===== config.mk =====
export PLATFORM = sky130hd
export DESIGN_NAME = ccsds123_header_inserter
export DESIGN_NICKNAME = d
export VERILOG_FILES = /design/src/rtl/ccsds123_header_inserter.sv
export SDC_FILE = /design/constraint.sdc
export NUM_CORES = 1
export LEC_CHECK = 0
export BUFFER_PORTS_ARGS = -buffer_cell sky130_fd_sc_hd__buf_4
export CORE_MARGIN = 3
export CORE_UTILIZATION = 40
export CTS_CLUSTER_DIAMETER = 60
export DETAILED_ROUTE_END_ITERATION = 8
export PLACE_DENSITY_LB_ADDON = 0.12
export SETUP_SLACK_MARGIN = 0.5
export SLEW_MARGIN = 20
export SYNTH_ARGS = -nofsm -noshare
export SYNTH_HDL_FRONTEND = slang
export SYNTH_SLANG_ARGS = --single-unit

===== constraint.sdc =====
create_clock -name clk -period 3.1 [get_ports clk]
set_clock_uncertainty 0.2 [all_clocks]
set_input_delay 0.465 -clock clk [delete_from_list [all_inputs] [get_ports clk]]
set_output_delay 0.465 -clock clk [all_outputs]
set_load 0.005 [all_outputs]

===== src/rtl/ccsds123_header_inserter.sv =====
// Framing stage after ccsds123_top: prepends a fixed image header word to each compressed frame.
// Optional trailer {frame index, payload word count} is enabled by defining CCSDS123_TRAILER_EN.
module ccsds123_header_inserter #(
  parameter int BUS_WIDTH = 64,
  parameter int NX        = 500,
  parameter int NY        = 500,
  parameter int NZ        = 100
) (
  input  logic                 clk,
  input  logic                 aresetn,
  input  logic [BUS_WIDTH-1:0] s_axis_tdata,
  input  logic                 s_axis_tvalid,
  input  logic                 s_axis_tlast,
  output logic                 s_axis_tready,
  output logic [BUS_WIDTH-1:0] m_axis_tdata,
  output logic                 m_axis_tvalid,
  output logic                 m_axis_tlast,
  input  logic                 m_axis_tready,
  output logic [31:0]          frame_count
);

  if (BUS_WIDTH != 64) begin : g_bad_width
    $error("ccsds123_header_inserter: only BUS_WIDTH=64 is supported");
  end
  if (NX < 1 || NX > 65536 || NY < 1 || NY > 65536 || NZ < 1 || NZ > 65536) begin : g_bad_dims
    $error("ccsds123_header_inserter: NX/NY/NZ must lie in 1..65536");
  end

  localparam logic [BUS_WIDTH-1:0] HEADER_WORD =
    {16'hC123, 16'(NX - 1), 16'(NY - 1), 16'(NZ - 1)};

  localparam logic [1:0] ST_HEADER  = 2'd0;
  localparam logic [1:0] ST_PAYLOAD = 2'd1;
`ifdef CCSDS123_TRAILER_EN
  localparam logic [1:0] ST_TRAILER = 2'd2;
`endif

  logic [1:0]  state;
  logic [31:0] beat_cnt;
  logic        slot_free;
  logic        in_accept;
  logic        out_final;

  // The output register may take a new word when it is empty or being drained this cycle.
  assign slot_free     = !m_axis_tvalid || m_axis_tready;
  assign s_axis_tready = (state == ST_PAYLOAD) && slot_free;
  assign in_accept     = s_axis_tvalid && s_axis_tready;
  assign out_final     = m_axis_tvalid && m_axis_tready && m_axis_tlast;

  always_ff @(posedge clk or negedge aresetn) begin
    if (!aresetn) begin
      state         <= ST_HEADER;
      m_axis_tdata  <= '0;
      m_axis_tvalid <= 1'b0;
      m_axis_tlast  <= 1'b0;
    end else begin
      case (state)
        ST_HEADER: begin
          // Header is only produced once the compressor actually offers payload.
          if (s_axis_tvalid && slot_free) begin
            m_axis_tdata  <= HEADER_WORD;
            m_axis_tvalid <= 1'b1;
            m_axis_tlast  <= 1'b0;
            state         <= ST_PAYLOAD;
          end else if (m_axis_tready) begin
            m_axis_tvalid <= 1'b0;
          end
        end
        ST_PAYLOAD: begin
          if (in_accept) begin
            m_axis_tdata  <= s_axis_tdata;
            m_axis_tvalid <= 1'b1;
`ifdef CCSDS123_TRAILER_EN
            m_axis_tlast  <= 1'b0;
            if (s_axis_tlast) state <= ST_TRAILER;
`else
            m_axis_tlast  <= s_axis_tlast;
            if (s_axis_tlast) state <= ST_HEADER;
`endif
          end else if (m_axis_tready) begin
            m_axis_tvalid <= 1'b0;
          end
        end
`ifdef CCSDS123_TRAILER_EN
        ST_TRAILER: begin
          if (slot_free) begin
            m_axis_tdata  <= {frame_count, beat_cnt};
            m_axis_tvalid <= 1'b1;
            m_axis_tlast  <= 1'b1;
            state         <= ST_HEADER;
          end
        end
`endif
        default: begin
          state <= ST_HEADER;
        end
      endcase
    end
  end

  // Both counters advance on the final output handshake; the beat count restarts for the next frame.
  always_ff @(posedge clk or negedge aresetn) begin
    if (!aresetn) begin
      frame_count <= '0;
      beat_cnt    <= '0;
    end else begin
      if (out_final) begin
        frame_count <= frame_count + 32'd1;
        beat_cnt    <= in_accept ? 32'd1 : 32'd0;
      end else if (in_accept) begin
        beat_cnt <= beat_cnt + 32'd1;
      end
    end
  end

`ifndef SYNTHESIS
  a_hold_stable : assert property (@(posedge clk) disable iff (!aresetn)
    (m_axis_tvalid && !m_axis_tready) |=>
      (m_axis_tvalid && $stable(m_axis_tdata) && $stable(m_axis_tlast)));
`endif

endmodule


### Word level (Yosys, flattened, before mapping)

Index checks and enable logic that the tools add are counted.

* bits in registers: 100
* output and inout port bits: 99
* logic and storage cells: 35

* add/sub/neg operators: 1
* eq/ne operators: 4
* muxes and demuxes: 14
* reduce and logical (&&, ||, !) cells: 11

Operators by type and width (number)
* $mux W64: 2
* $pmux W64 S2: 1
* $add A32 B1 Y32 const B: 1
* $mux W2: 3
* $ne A2 B2 Y1 const B: 3
* $reduce_and A3 Y1: 2
* $logic_and A1 B1 Y1: 5
* $mux W1: 5
* $pmux W1 S2: 2
* $pmux W2 S2: 1
* $eq A2 B1 Y1 const B: 1
* $logic_not A2 Y1: 1
* $reduce_bool A2 Y1: 1
* $logic_not A1 Y1: 1
* $logic_or A1 B1 Y1: 1

### Longest topological paths before layout

* depth after elaboration: 6
* depth in mapped cells: 6

### Least setup slack after synthesis

No wires, ideal clock.

* path kind: register to register
* start: register frame_count[8]
* end: register frame_count[22]
* setup time: 0.125 ns
* data arrival time: 1.406 ns
* data required time: 2.775 ns
* path slack: 1.369 ns
* stages on the path, launching flop included: 6
* buffers on the path: 1
* cells stage by stage: dfrtp_1 nand3_1 nor4_4 buf_6 nand3_1 xnor2_1

* longest elaborated chain between the ends: 1

Ends and longest elaborated chain
* start, declared: line 19 `output logic [31:0] frame_count`
* start signal, assigned: line 108 `frame_count <= frame_count + 32'd1;`
* $add A32 B1 Y32: line 108

Every way passes these cells.
A chain may end at the register's enable or synchronous reset.

### Final worst setup path

* start: register frame_count[8]
* end: register frame_count[29]

Same word-level chain as after synthesis.

==> flow_summary.toml <==
[clocking]
cts_buffer_depth = 2
numCtsBuffers = 9
ctsRootBufferMaster = "clkbuf_8"
clk_transition_reported_paths_ns = 0.10
worstSkewPairLatency_ns = 0.36
htreeDepth = 3
cts_tree = "built"
clkSinkCount = 99

[final_layout]
syn2layout_area_growth_pct = 39.2
drive_gt1_share_pct = 33.5
diodes = 0
multiInputGateArea_um2 = 1440
final_area_um2 = 5710
num-fill-cells = 890
final-seq-area_um2 = 2480
instances_no_fill = 715
nets = 647

[placement]
place.gp.congestion = 0.804
pre_cts_slack_ns = 0.976
placedCellCount = 698
placed_cell_area_um2 = 5490
numPortBuffers = 167
hpwl_um = 7600

[pwr]
max-vdd-ir-drop_mv = 0.275
p_int_w = 0.00226
power_frac_seq_pct = 50.7
p_sw_w = 0.000861
sw_frac_of_total_pct = 27.5
comb_power_share_pct = 20.6
power_density_nw_per_um2 = 547
p_leak_nw = 2.98
clkPwrFrac_pct = 28.7
power_w = 0.00312

[die]
die_x_um = 107
die_area_um2 = 11500
rows = 36
fp.dieH_um = 107
fp.coreArea_um2 = 9860
start_util_pct = 41.6
io_pins = 168

[global_routing]
grt_pass1_vias = 3352
grt_usage_pct = 18.3
antenna_found_initial = 0
grt_pass1_wl_um = 16800
overflow = 0
grt_max_degree = 61

[synthesis]
yosysUniqueCellTypes = 27
synth-seq-area-share_pct = 60.4
synth_top_cell_area_share_pct = 60.4
postSynthAreaPerCell_um2 = 9.91
ys.flop_type = "dfrtp_1"
syn_nets = 484
synth_cells = 414
syn_area_um2 = 4100
synth-edff-count = 0
synthArstFlopShare_pct = 100
synth.most_common_cell = "dfrtp_1"
synth-seq-cells = 99
synth_area_leader_cell = "dfrtp_1"
ys_top_cells_by_area = "dfrtp_1 (60%), nand2_1 (8.5%), nand3_1 (6.6%)"
ys_top_cells_by_count = "dfrtp_1 (99), nand2_1 (93), nand3_1 (54), nor2_1 (30), inv_1 (26)"
yosysWarnings = 0

[worst_setup_path]
worstSetupEndpointType = "register"
crit_fanout = 17
worstPathArrival_ns = 2.17
critPathRequiredTime_ns = 3.14
start_kind = "register"
path_class = "register to register"

[timing]
drv_slew = 0
setup_viol = 0
fin_tns_setup_ns = 0
rsz0062_at_grt = "no"
timing.fmax_mhz = 470
min_period_over_period_pct = 68.6
slew_headroom_pct = 42.6
setup_ws_ns = 0.975
hold_viol = 0
finalCriticalPeriod_ns = 2.13
worst_slew_pin_slew_ns = 0.855

[min_path]
hold_path.class = "input port to register"

[detailed_routing]
highest_layer = "met4"
met3_length_um = 953
postRouteAntennaNets = 0
wire_per_inst_um = 14.6
routed_wl_um = 10400
drtIter0Drc = 142
vias = 3414
remaining_drc_errors = 0
avgViaCountPerCell = 4.77
wl_met1_um = 4220
first_pass_iters = 4
route.met2.wl_um = 5110

[outcome]
outcome = "completed"

[run]
drv_cap = 0
==> repair_timing <==
action | in CTS | in global routing
gates resized for setup | 0 | 0
endpoints found under the hold margin | 51 | 0
hold buffers | 1 | 0
buffers inserted | 0 | 0
endpoints found under the setup margin | 0 | 0
==> power groups by stage <==
stage,clock network [W],registers [W],logic [W]
finish,0.000897,0.00158,0.000644
global route,0.000971,0.00161,0.000721
CTS,0.000918,0.00158,0.000659
detailed placement,0,0.00161,0.000657
global placement,0,0.00160,0.000647
floorplan,0,0.00160,0.000225
==> worst max-delay path: stages, from the launching register on <==
cell and delay, ns:
dfrtp_1 0.43, nand3_1 0.18, nor4_4 0.79, nand4b_1 0.22, xnor2_1 0.18
==> stage by stage <==
| step | util [%] | hold WS, ns |
|---|---|---|
| 2_1_floorplan | - | -0.0306 |
| 3_3_place_gp | 55.6 | 0.250 |
| 3_5_place_dp | 55.6 | 0.257 |
| 4_1_cts | 57.9 | 0.117 |
| 5_1_grt | 57.9 | 0.114 |
| 6_report | 57.9 | 0.130 |
==> worst paths after layout <==
path | endpoint | from | slack (ns) | cells after the start
hold reg to reg | m_axis_tdata[51] | m_axis_tdata[51] | 0.27 | 2
setup / recovery | frame_count[29] | frame_count[8] | 0.97 | 4
min in group asynchronous | frame_count[9] | aresetn | 0.46 | 2
setup reg to reg | frame_count[29] | frame_count[8] | 0.97 | 4
max in group asynchronous | m_axis_tdata[12] | aresetn | 1.43 | 3
hold / removal | m_axis_tdata[27] | s_axis_tdata[27] | 0.13 | 3
==> layout by cell type (no fill, tap or decap), types with 2 or more instances in the layout <==
master,instances
nand2b_1,2
nand4_1,10
nand2_1,93
xor2_1,6
nand4b_1,2
clkinvlp_4,2
buf_4,172
bufinv_16,2
nor2_1,30
nand3_1,54
nand4_2,2
inv_1,26
a31oi_1,24
xnor2_1,25
dfrtp_1,98
and3_1,2
clkbuf_8,9
nor4_1,2
clkbuf_1,3
nor3_1,6
==> routing by layer <==
layer	GRT usage [%]	vias to the layer above
li1	-	1684
met2	29.5	104
met5	0	-
met3	7.32	11
met1	23.0	1615
met4	5.02	0
==> kinds of logic (layout without fill, tap and decap cells) <==
| group | after synthesis | after routing | share of synthesized area, % |
|---|---|---|---|
| AND/OR/NAND/NOR | 209 | 209 | 23.9 |
| flip-flops | 99 | 99 | 60.4 |
| buffers and inverters | 48 | 216 | 4.64 |
| XOR/XNOR | 31 | 31 | 6.62 |
| AO/OA/AOI/OAI | 25 | 25 | 3.84 |
| adder cells (fa/ha/maj) | 1 | 1 | 0.305 |
| multiplexers | 1 | 1 | 0.275 |
==> state kept, by name, summed over array words and instances (netlist names) <==
signal         count
m_axis_tvalid      1
m_axis_tlast       1
state              1
m_axis_tdata      64
frame_count       32
==> final cells by class <==
class	instances	share of cell area [%]
clock buffers	12	2.37
multi-input cells	267	25.1
repair buffers	174	23.1
inverters	26	1.71
clock inverters	4	1.31
flip-flops and latches	99	43.4
well taps	133	2.91
Note: power is estimated with default switching activity, not from simulation.
